`src/rtl/div_unit.sv`:
```
// ============================================================================
// Module   : div_unit
// Purpose  : Multi-cycle restoring divider (one quotient bit per cycle) with
//            HI (remainder) / LO (quotient) result registers.
//            Define DIV_SIGNED_EN for signed (div) semantics; default is divu.
// Revision : 1.0  initial release
// ============================================================================
`default_nettype none

module div_unit #(
    parameter int WIDTH = 32,
    parameter int CNT_W = 7
) (
    input  logic             clk,
    input  logic             rst_n,
    input  logic             start,
    input  logic [WIDTH-1:0] dividend,
    input  logic [WIDTH-1:0] divisor,
    output logic             busy,
    output logic             done,
    output logic             div_by_zero,
    output logic [WIDTH-1:0] hi,
    output logic [WIDTH-1:0] lo,
    output logic [CNT_W-1:0] count
);

    localparam logic [1:0] S_IDLE = 2'd0;
    localparam logic [1:0] S_RUN  = 2'd1;
    localparam logic [1:0] S_FIN  = 2'd2;

    localparam logic [CNT_W-1:0] C_CNT_FULL = CNT_W'(WIDTH + 1);
    localparam logic [CNT_W-1:0] C_CNT_LAST = CNT_W'(2);
    localparam logic [CNT_W-1:0] C_CNT_ONE  = CNT_W'(1);

    logic [1:0]       state_q, state_d;
    logic [WIDTH-1:0] rem_q, rem_d;
    logic [WIDTH-1:0] quot_q, quot_d;
    logic [WIDTH-1:0] dvsr_q, dvsr_d;
    logic [WIDTH-1:0] hi_q, hi_d;
    logic [WIDTH-1:0] lo_q, lo_d;
    logic [CNT_W-1:0] count_q, count_d;
    logic             dbz_q, dbz_d;

    logic [WIDTH:0]   w_rem_sh;
    logic [WIDTH:0]   w_sub;
    logic             w_ge;
    logic [WIDTH-1:0] w_rem_next;
    logic [WIDTH-1:0] w_quot_next;
    logic [WIDTH-1:0] w_res_hi;
    logic [WIDTH-1:0] w_res_lo;
    logic [WIDTH-1:0] w_a_mag;
    logic [WIDTH-1:0] w_b_mag;

    // One restoring step; the extra top bit holds the bit shifted out of rem.
    assign w_rem_sh    = {rem_q, quot_q[WIDTH-1]};
    assign w_sub       = w_rem_sh - {1'b0, dvsr_q};
    assign w_ge        = (w_rem_sh >= {1'b0, dvsr_q});
    assign w_rem_next  = w_ge ? w_sub[WIDTH-1:0] : w_rem_sh[WIDTH-1:0];
    assign w_quot_next = {quot_q[WIDTH-2:0], w_ge};

`ifdef DIV_SIGNED_EN
    logic neg_quot_q, neg_quot_d;
    logic neg_rem_q, neg_rem_d;

    assign w_a_mag  = dividend[WIDTH-1] ? (~dividend + 1'b1) : dividend;
    assign w_b_mag  = divisor[WIDTH-1]  ? (~divisor + 1'b1)  : divisor;
    assign w_res_lo = neg_quot_q ? (~w_quot_next + 1'b1) : w_quot_next;
    assign w_res_hi = neg_rem_q  ? (~w_rem_next + 1'b1)  : w_rem_next;

    always_comb begin
        neg_quot_d = neg_quot_q;
        neg_rem_d  = neg_rem_q;
        if (state_q == S_IDLE && start) begin
            neg_quot_d = dividend[WIDTH-1] ^ divisor[WIDTH-1];
            neg_rem_d  = dividend[WIDTH-1];
        end
    end

    always_ff @(posedge clk or negedge rst_n) begin
        if (!rst_n) begin
            neg_quot_q <= 1'b0;
            neg_rem_q  <= 1'b0;
        end else begin
            neg_quot_q <= neg_quot_d;
            neg_rem_q  <= neg_rem_d;
        end
    end
`else
    assign w_a_mag  = dividend;
    assign w_b_mag  = divisor;
    assign w_res_lo = w_quot_next;
    assign w_res_hi = w_rem_next;
`endif

    always_ff @(posedge clk or negedge rst_n) begin
        if (!rst_n) state_q <= S_IDLE;
        else        state_q <= state_d;
    end

    always_comb begin
        state_d = state_q;
        case (state_q)
            S_IDLE: if (start) state_d = (divisor == '0) ? S_FIN : S_RUN;
            S_RUN:  if (count_q == C_CNT_LAST) state_d = S_FIN;
            S_FIN:  state_d = S_IDLE;
            default: state_d = S_IDLE;
        endcase
    end

    always_comb begin
        busy = (state_q != S_IDLE);
        done = (state_q == S_FIN);
    end

    // HI/LO are loaded on entry to FIN so they are already valid while done is high.
    always_comb begin
        rem_d   = rem_q;
        quot_d  = quot_q;
        dvsr_d  = dvsr_q;
        hi_d    = hi_q;
        lo_d    = lo_q;
        count_d = count_q;
        dbz_d   = dbz_q;
        case (state_q)
            S_IDLE: begin
                if (start) begin
                    dbz_d = (divisor == '0);
                    if (divisor == '0) begin
                        count_d = C_CNT_ONE;
                        hi_d    = dividend;
                        lo_d    = '1;
                    end else begin
                        count_d = C_CNT_FULL;
                        rem_d   = '0;
                        quot_d  = w_a_mag;
                        dvsr_d  = w_b_mag;
                    end
                end
            end
            S_RUN: begin
                rem_d  = w_rem_next;
                quot_d = w_quot_next;
                if (count_q != '0) count_d = count_q - 1'b1;
                if (count_q == C_CNT_LAST) begin
                    hi_d = w_res_hi;
                    lo_d = w_res_lo;
                end
            end
            S_FIN:   count_d = '0;
            default: count_d = '0;
        endcase
    end

    always_ff @(posedge clk or negedge rst_n) begin
        if (!rst_n) begin
            rem_q   <= '0;
            quot_q  <= '0;
            dvsr_q  <= '0;
            hi_q    <= '0;
            lo_q    <= '0;
            count_q <= '0;
            dbz_q   <= 1'b0;
        end else begin
            rem_q   <= rem_d;
            quot_q  <= quot_d;
            dvsr_q  <= dvsr_d;
            hi_q    <= hi_d;
            lo_q    <= lo_d;
            count_q <= count_d;
            dbz_q   <= dbz_d;
        end
    end

    assign hi          = hi_q;
    assign lo          = lo_q;
    assign count       = count_q;
    assign div_by_zero = dbz_q;

endmodule

`default_nettype wire

```
`config.mk`:
```
export PLATFORM = sky130hd
export DESIGN_NAME = div_unit
export DESIGN_NICKNAME = d
export VERILOG_FILES = /design/src/rtl/div_unit.sv
export SDC_FILE = /design/constraint.sdc
export NUM_CORES = 1
export LEC_CHECK = 0
export BUFFER_PORTS_ARGS = -buffer_cell sky130_fd_sc_hd__buf_2
export CAP_MARGIN = 15
export CORE_MARGIN = 1
export CORE_UTILIZATION = 50
export CTS_CLUSTER_DIAMETER = 80
export CTS_CLUSTER_SIZE = 12
export DETAILED_ROUTE_END_ITERATION = 10
export GPL_TIMING_DRIVEN = 0
export PLACE_DENSITY = 0.72
export SETUP_SLACK_MARGIN = 0.15
export SYNTH_ARGS = -nofsm -noshare
export SYNTH_HDL_FRONTEND = slang
export SYNTH_SLANG_ARGS = --single-unit
```
`constraint.sdc`:
```
create_clock -name clk -period 3.79 [get_ports clk]
set_input_delay 0.758 -clock clk [delete_from_list [all_inputs] [get_ports clk]]
set_output_delay 0.758 -clock clk [all_outputs]
set_load 0.02 [all_outputs]
```
==> results of run 1 <==
==> area by class of cell <==
cell class / count / area [sq um]
Clock inverter: 14 / 180
Fill cell: 1597 / 7110
Sequential cell: 170 / 4250
Clock buffer: 18 / 429
Timing Repair Buffer: 141 / 738
Inverter: 46 / 173
Buffer: 57 / 243
Multi-Input combinational cell: 756 / 4550
Tap cell: 229 / 287
==> worst paths after layout <==
path	from	to	slack (ns)	depth (start not counted)
max in group asynchronous	rst_n	hi[31]	2.68	2
worst min register to register	dvsr_q[22]	dvsr_q[22]	0.51	1
worst max register to register	rem_q[5]	hi[12]	0.34	11
min in group clk	dvsr_q[22]	dvsr_q[22]	0.51	1
worst min-delay path	rst_n	lo[9]	0.20	1
worst max-delay path	rem_q[5]	hi[12]	0.34	11
==> sequential cells by signal (all words and copies together), names as in the netlist <==
name / cells
dvsr_q: 32
hi: 32
lo: 32
quot_q: 32
rem_q: 32
count: 7
state_q: 2
div_by_zero: 1
==> Yosys cell counts (all sizes together) (4+ instances only) <==
cell | count | share of area, %
nor2 | 163 | 6.7
clkbuf | 41 | 1.7
buf | 16 | 0.97
a21oi | 71 | 4.0
xnor2 | 14 | 1.3
and3 | 4 | 0.27
xor2 | 9 | 0.86
nand4 | 13 | 0.96
nand3 | 9 | 0.55
o21a | 8 | 0.65
inv | 46 | 1.9
mux2 | 32 | 3.9
a32oi | 5 | 0.48
a41oi | 6 | 0.82
nor2b | 7 | 0.48
ha | 34 | 4.6
o31ai | 4 | 0.33
nand2 | 152 | 6.2
a31oi | 61 | 4.2
nor4 | 15 | 1.0
or2 | 5 | 0.34
a22oi | 21 | 1.7
a21o | 14 | 1.1
a211oi | 5 | 0.55
or3 | 5 | 0.40
and2 | 5 | 0.34
dfrtp | 170 | 46
a2bb2oi | 4 | 0.38
o21ai | 32 | 1.8
nor3 | 20 | 1.1
==> cells in the final DEF, fill, tap and decap left out, drive strengths merged, types with 4 or more instances in the layout <==
master	synthesis	layout
mux2	32	32
o21ai	32	32
o21a	8	8
buf	16	157
a211oi	5	5
o31ai	4	4
xor2	9	9
or3	5	5
a31oi	61	61
or2	5	5
inv	46	54
nor3	20	20
nand3	9	9
a2bb2oi	4	4
a41oi	6	6
dfrtp	170	170
nor4	15	15
nor2b	7	7
a21oi	71	71
nand4	13	13
and2	5	5
and3	4	4
a21o	14	14
a22oi	21	21
xnor2	14	14
nand2	152	152
nor2	163	163
a32oi	5	5
ha	34	34
clkbuf	41	59
==> stage by stage <==
stage	utilization, %	hold WS [ns]	cell area [sq um]
floorplan	-	0.462	9170
global placement	56.5	0.488	10200
detailed placement	56.8	0.494	10200
CTS	60.2	0.223	10800
global route	60.4	0.227	10900
finish	60.4	0.197	10900
==> kinds of logic (layout without fill, tap and decap cells) <==
kind of cell / count (synthesis) / after routing / share of synthesized area, %
and+or+nand+nor: 404 / 404 / 19.0
AOI/OAI and AO/OA: 259 / 259 / 18.8
DFF: 170 / 170 / 46.4
buffers and inverters: 103 / 276 / 4.53
adders and majority gates: 35 / 35 / 4.86
muxes: 35 / 35 / 4.26
xor gates and xnor gates: 23 / 23 / 2.20
==> routing by layer <==
layer | track usage [%] | vias up | share of wire (%) | wire length, microns
li1 | - | 3967 | - | -
met1 | 41.1 | 3863 | 47 | 12100
met2 | 41.9 | 317 | 44 | 11300
met3 | 5.15 | 29 | 7.2 | 1840
met4 | 6.35 | 0 | 1.2 | 309
met5 | 0 | - | 0 | 0
==> worst max-delay path: cells and delay by family, from the launching register on <==
kind | cells | cell delay, ns
adders and majority gates | 1 | 0.38
AOI/OAI and AO/OA | 8 | 2.14
DFF | 1 | 0.41
buffers and inverters | 2 | 0.35
==> flow_summary.toml, run 1 <==
[setup_path]
critPathMaxStageDelay_ns = 0.41
path_cells = "ha_1 -> a211oi_1 -> o21ai_0 -> a32o_1 -> o311ai_4 -> a21oi_4 -> o21a_1 -> buf_4 -> buf_6 -> a22oi_1 -> a31oi_1"
critical_path_arrival_ns = 3.74
crit_type = "reg2reg"
cp-end-kind = "flip-flop"
cp_max_fo = 10
critPathSlowestCell = "dfrtp_1"
startpoint_type = "flip-flop"
worstPathRequired_ns = 4.08

[detailed_routing]
via_per_inst = 5.71
wire_per_inst_microns = 17.9
ant_nets = 0
drt-total-wl_microns = 25600
drtPass1Iterations = 5
drc = 0
drt_iter0_drc = 699
via_count = 8176

[global_routing]
track_usage_pct = 27.7
grt_overflow = 0
grt_max_degree = 122
antenna_found_initial = 0
grt_pass1_vias = 7545
grt_pass1_wl_microns = 39700

[floorplan]
placementRows = 49
io_pins = 141
die_width_microns = 137
die-height_microns = 137
start_util_pct = 51.0
dieArea_sq_um = 18900
coreArea_sq_um = 18000

[sta]
worstMarginPinSlew_ns = 0.776
period_minus_slack_ns = 3.45
maxSlewViolCount = 0
clock.fmax_ghz = 0.290
skew_ns = 0.00734
finalHoldViolCount = 0
setup_viol = 0
setup_slack_ns = 0.344
period_share_pct = 90.9
rsz0062_at_grt = "false"
tns_ns = 0
slew_headroom_pct = 47.7

[hold_path]
hold_class = "in2async"

[placement]
preCtsSetupSlack_ns = 0.109
gp_congestion = 0.898
dp.cells = 1399
hpwl_microns = 19500
io_buffers = 140

[cells_and_area]
nets = 1291
n_antenna_cell = 0
final_cells = 1431
drive_above_1_share_pct = 19.8
syn2layout_area_growth_pct = 18.4

[cts]
clkTransAtPathRegs_ns = 0.07
cts_setup_buffers = 0
cts_sinks = 170
cts_hold_buf = 0
ctsHtreeMaxLevel = 4
cts_root_buf = "clkbuf_16"
cts_resized = 1
cts_tree = "yes"
cts_made_buffers = 17
cts_buffer_depth = 2
clk_latency_ns = 0.44

[synth]
synth_cell_types = 66
postSynthRegisterBits = 170
yosys_warnings = 0
syn-num-nets = 1131
seq_area_frac_synth_pct = 46.4
async_flop_share_pct = 100
netlist_instances = 1029
avgSynthCellArea_sq_um = 8.91
syn-cell-area_sq_um = 9170
synth_edf_count = 0
ys.flop_type = "dfrtp_1"

[run_status]
status = "complete, no violations"

[job]
max-cap-violations = 0
Power of run 1 is left out: the tool's default activity adds up to more than one toggle a clock period on the data nets, which glitch-free logic cannot reach.
==> run 2: changes to the inputs <==
clock period = 4 ns   (was 3.79 ns; I/O delays follow)
==> flow_summary.toml, run 2 (synthesis results as in run 1) <==
[run_status]
status = "complete, no violations"

[global_routing]
grt_pass1_vias = 7544
grt_overflow = 0
grt_max_degree = 122
use_met1_pct = 41.1
met2_usage_pct = 41.9
track_usage_pct = 27.7
grt_pass1_wl_microns = 39700
met3_usage_pct = 5.15
antenna_found_initial = 0
busiest_layer = "met2"

[sta]
worstMarginPinSlew_ns = 0.793
slew_headroom_pct = 46.6
period_share_pct = 92.0
clock.fmax_ghz = 0.272
finalHoldViolCount = 0
setup_viol = 0
period_minus_slack_ns = 3.68
skew_ns = 0.00643
rsz0062_at_grt = "false"
maxSlewViolCount = 0

[floorplan]
placementRows = 49
io_pins = 141
die-height_microns = 137
start_util_pct = 51.0
die_width_microns = 137
dieArea_sq_um = 18900
coreArea_sq_um = 18000

[setup_path]
r2r_cells = 10
cp-end-kind = "flip-flop"
critical_path_arrival_ns = 4.04
startpoint_type = "flip-flop"
cp_max_fo = 10
critPathMaxStageDelay_ns = 0.54
worstPathRequired_ns = 4.36
critPathSlowestCell = "o311ai_2"
path_cells = "ha_1 -> a211oi_1 -> o21ai_0 -> a32o_1 -> o311ai_2 -> a21oi_4 -> nor3_2 -> buf_2 -> a22oi_1 -> a31oi_1"
crit_type = "reg2reg"

[cells_and_area]
mostFrequentLayoutCells = "dfrtp_1, nor2_1, nand2_1"
final_cells = 1431
final_core_util_pct = 60.2
syn2layout_area_growth_pct = 17.9
n_antenna_cell = 0
final_common_cell = "dfrtp_1"
nets = 1291
design_area_sq_um = 10800
drive_above_1_share_pct = 19.5

[job]
max-cap-violations = 0

[cts]
clkTransAtPathRegs_ns = 0.07
clk_latency_ns = 0.44
cts_root_buf = "clkbuf_16"
cts_buffer_depth = 2
cts_sinks = 170
cts_tree = "yes"
ctsHtreeMaxLevel = 4
cts_made_buffers = 17
cts_setup_buffers = 0

[detailed_routing]
drtPass1Iterations = 6
via_count = 8172
wire_per_inst_microns = 17.9
ant_nets = 0
via_per_inst = 5.71
drt_iter0_drc = 794
drt-total-wl_microns = 25500
drc = 0

[hold_path]
hold_class = "in2async"

[placement]
place_area_sq_um = 10200
hpwl_microns = 19500
io_buffers = 140
gp_congestion = 0.898
dp.cells = 1399
-- run 2: repair_timing --
item                                    CTS  global route
resized for setup                         0             1
hold endpoints to repair                  0             0
endpoints found under the setup margin    0            27
hold buffers                              0             0
-- run 2: metrics by stage --
stage | hold WS, ns | setup slack (ns) | setup TNS, ns
finish | 0.231 | 0.320 | 0
global route | 0.269 | 0.170 | 0
CTS | 0.265 | 0.300 | 0
detailed placement | 0.494 | 0.294 | 0
global placement | 0.488 | -0.530 | -88.22
floorplan | 0.475 | 1.24 | 0
-- run 2: layer usage --
metal	vias to the layer above	routed length, microns
li1	3961	-
met1	3887	12300
met2	298	11300
met3	26	1680
met4	0	293
met5	-	0
-- run 2: critical path, delay by kind of cell (launching register included) --
| kind | cells | cell delay, ns |
|---|---|---|
| adders and majority gates | 1 | 0.38 |
| DFF | 1 | 0.41 |
| AOI/OAI and AO/OA | 7 | 2.02 |
| buffers and inverters | 1 | 0.35 |
| and+or+nand+nor | 1 | 0.44 |
-- run 2: path summary, 6_finish.rpt --
path | start | endpoint | slack, ns
setup / recovery | rem_q[5] | hi[12] | 0.32
hold / removal | rst_n | lo[9] | 0.23
setup reg to reg | rem_q[5] | hi[12] | 0.32
hold reg to reg | dvsr_q[22] | dvsr_q[22] | 0.51
max in group asynchronous | rst_n | rem_q[26] | 2.88
min in group clk | dvsr_q[22] | dvsr_q[22] | 0.51
-- run 2: area by class of cell --
cell class                 instances  area, sq um
tap                              229          287
inverter                          46          173
clock inverter                    14          180
fill                            1600         7150
sequential                       170         4250
multi-input combinational        756         4510
buffer                            57          243
timing repair buffer             141          738
clock buffer                      18          429
Power of run 2 is left out for the same reason.
==> run 3: changes to the inputs <==
CTS_BUF_LIST = sky130_fd_sc_hd__clkbuf_16   (was not set)
==> flow_summary.toml, run 3 (synthesis results as in run 1) <==
[floorplan]
io_pins = 141
dieArea_sq_um = 18900
coreArea_sq_um = 18000
placementRows = 49
die_width_microns = 137
start_util_pct = 51.0
die-height_microns = 137

[setup_path]
critPathSlowestCell = "o311ai_2"
critPathMaxStageDelay_ns = 0.54
critPathTopFamily = "compound AO/OA/AOI/OAI gates"
critical_path_arrival_ns = 4.05
worstPathRequired_ns = 4.36
path_cells = "ha_1 -> a211oi_1 -> o21ai_0 -> a32o_1 -> o311ai_2 -> a21oi_4 -> nor3_2 -> buf_2 -> a22oi_1 -> a31oi_1"
startpoint_type = "flip-flop"
r2r_cells = 10
cp-end-kind = "flip-flop"
cp_num_buf_inv = 1
crit_type = "reg2reg"
cp_max_fo = 10
cp.depth = 10

[detailed_routing]
via_count = 8181
drt-total-wl_microns = 25600
drc = 0
ant_nets = 0
wire_per_inst_microns = 17.9
via_per_inst = 5.72
drtPass1Iterations = 6
drt_iter0_drc = 794

[run_status]
status = "complete, no violations"

[global_routing]
grt_overflow = 0
grt_max_degree = 122
grt_pass1_vias = 7544
grt_pass1_wl_microns = 39700
track_usage_pct = 27.7
antenna_found_initial = 0

[placement]
gp_congestion = 0.898
io_buffers = 140
hpwl_microns = 19500

[cells_and_area]
n_antenna_cell = 0
drive_above_1_share_pct = 19.5
syn2layout_area_growth_pct = 17.9
final_core_util_pct = 60.2
mostFrequentLayoutCells = "dfrtp_1, nor2_1, nand2_1"
final_common_cell = "dfrtp_1"
n_fill_cell = 1600
nets = 1291

[hold_path]
hold_class = "in2async"

[cts]
clkTransAtPathRegs_ns = 0.07
cts_tree = "yes"
clk_latency_ns = 0.44
ctsHtreeMaxLevel = 4
cts_buffer_depth = 2
cts_made_buffers = 17
cts_sinks = 170
cts_setup_buffers = 0
cts_root_buf = "clkbuf_16"

[sta]
clock.fmax_ghz = 0.272
setup_viol = 0
period_minus_slack_ns = 3.68
skew_ns = 0.00666
tns_ns = 0
slew_headroom_pct = 46.5
hold_slack_ns = 0.230
finalHoldViolCount = 0
maxSlewViolCount = 0
worstMarginPinSlew_ns = 0.794
period_share_pct = 92.0
rsz0062_at_grt = "false"

[job]
max-cap-violations = 0
-- run 3: cell types whose count changed in the layout (fill, tap and decap cells not counted) --
cell	previous run	this run
inv_1	46	47
clkbuf_1	42	41
-- run 3: cell type report --
| cell class | count | area, sq um | area share, % |
|---|---|---|---|
| flip-flops and latches | 170 | 4250 | 39.4 |
| repair buffers | 141 | 738 | 6.83 |
| clock buffers | 17 | 425 | 3.94 |
| well taps | 229 | 287 | 2.65 |
| multi-input cells | 756 | 4510 | 41.7 |
| clock inverters | 15 | 184 | 1.70 |
| inverters | 46 | 173 | 1.60 |
| plain buffers | 57 | 243 | 2.25 |
-- run 3: stage by stage --
step,instance area (sq um),cells,setup slack (ns)
after global routing,10800,1431,0.170
after CTS,10800,1431,0.300
final,10800,1431,0.319
after detailed placement,10200,1399,0.294
after floorplan,9170,1029,1.24
after global placement,10200,1398,-0.530
-- run 3: repair_timing --
item | CTS | global route
gates resized for setup | 0 | 1
hold buffers | 0 | 0
setup endpoints to repair | 0 | 27
-- run 3: per-layer routing --
metal | GRT usage [%] | vias to the layer above | share of wire, % | routed length, microns
met5 | 0 | - | 0 | 0
met4 | 6.35 | 0 | 1.1 | 276
li1 | - | 3963 | - | -
met2 | 41.9 | 303 | 44 | 11300
met1 | 41.1 | 3891 | 48 | 12300
met3 | 5.15 | 24 | 6.7 | 1710
-- run 3: final timing paths --
path                       startpoint         end  slack, ns
setup / recovery             rem_q[5]      hi[12]       0.32
hold / removal                  rst_n       lo[9]       0.23
setup reg to reg             rem_q[5]      hi[12]       0.32
hold reg to reg            dvsr_q[22]  dvsr_q[22]       0.51
max in group asynchronous       rst_n   rem_q[26]       2.87
min in group clk           dvsr_q[22]  dvsr_q[22]       0.51
Power of run 3 is left out for the same reason.
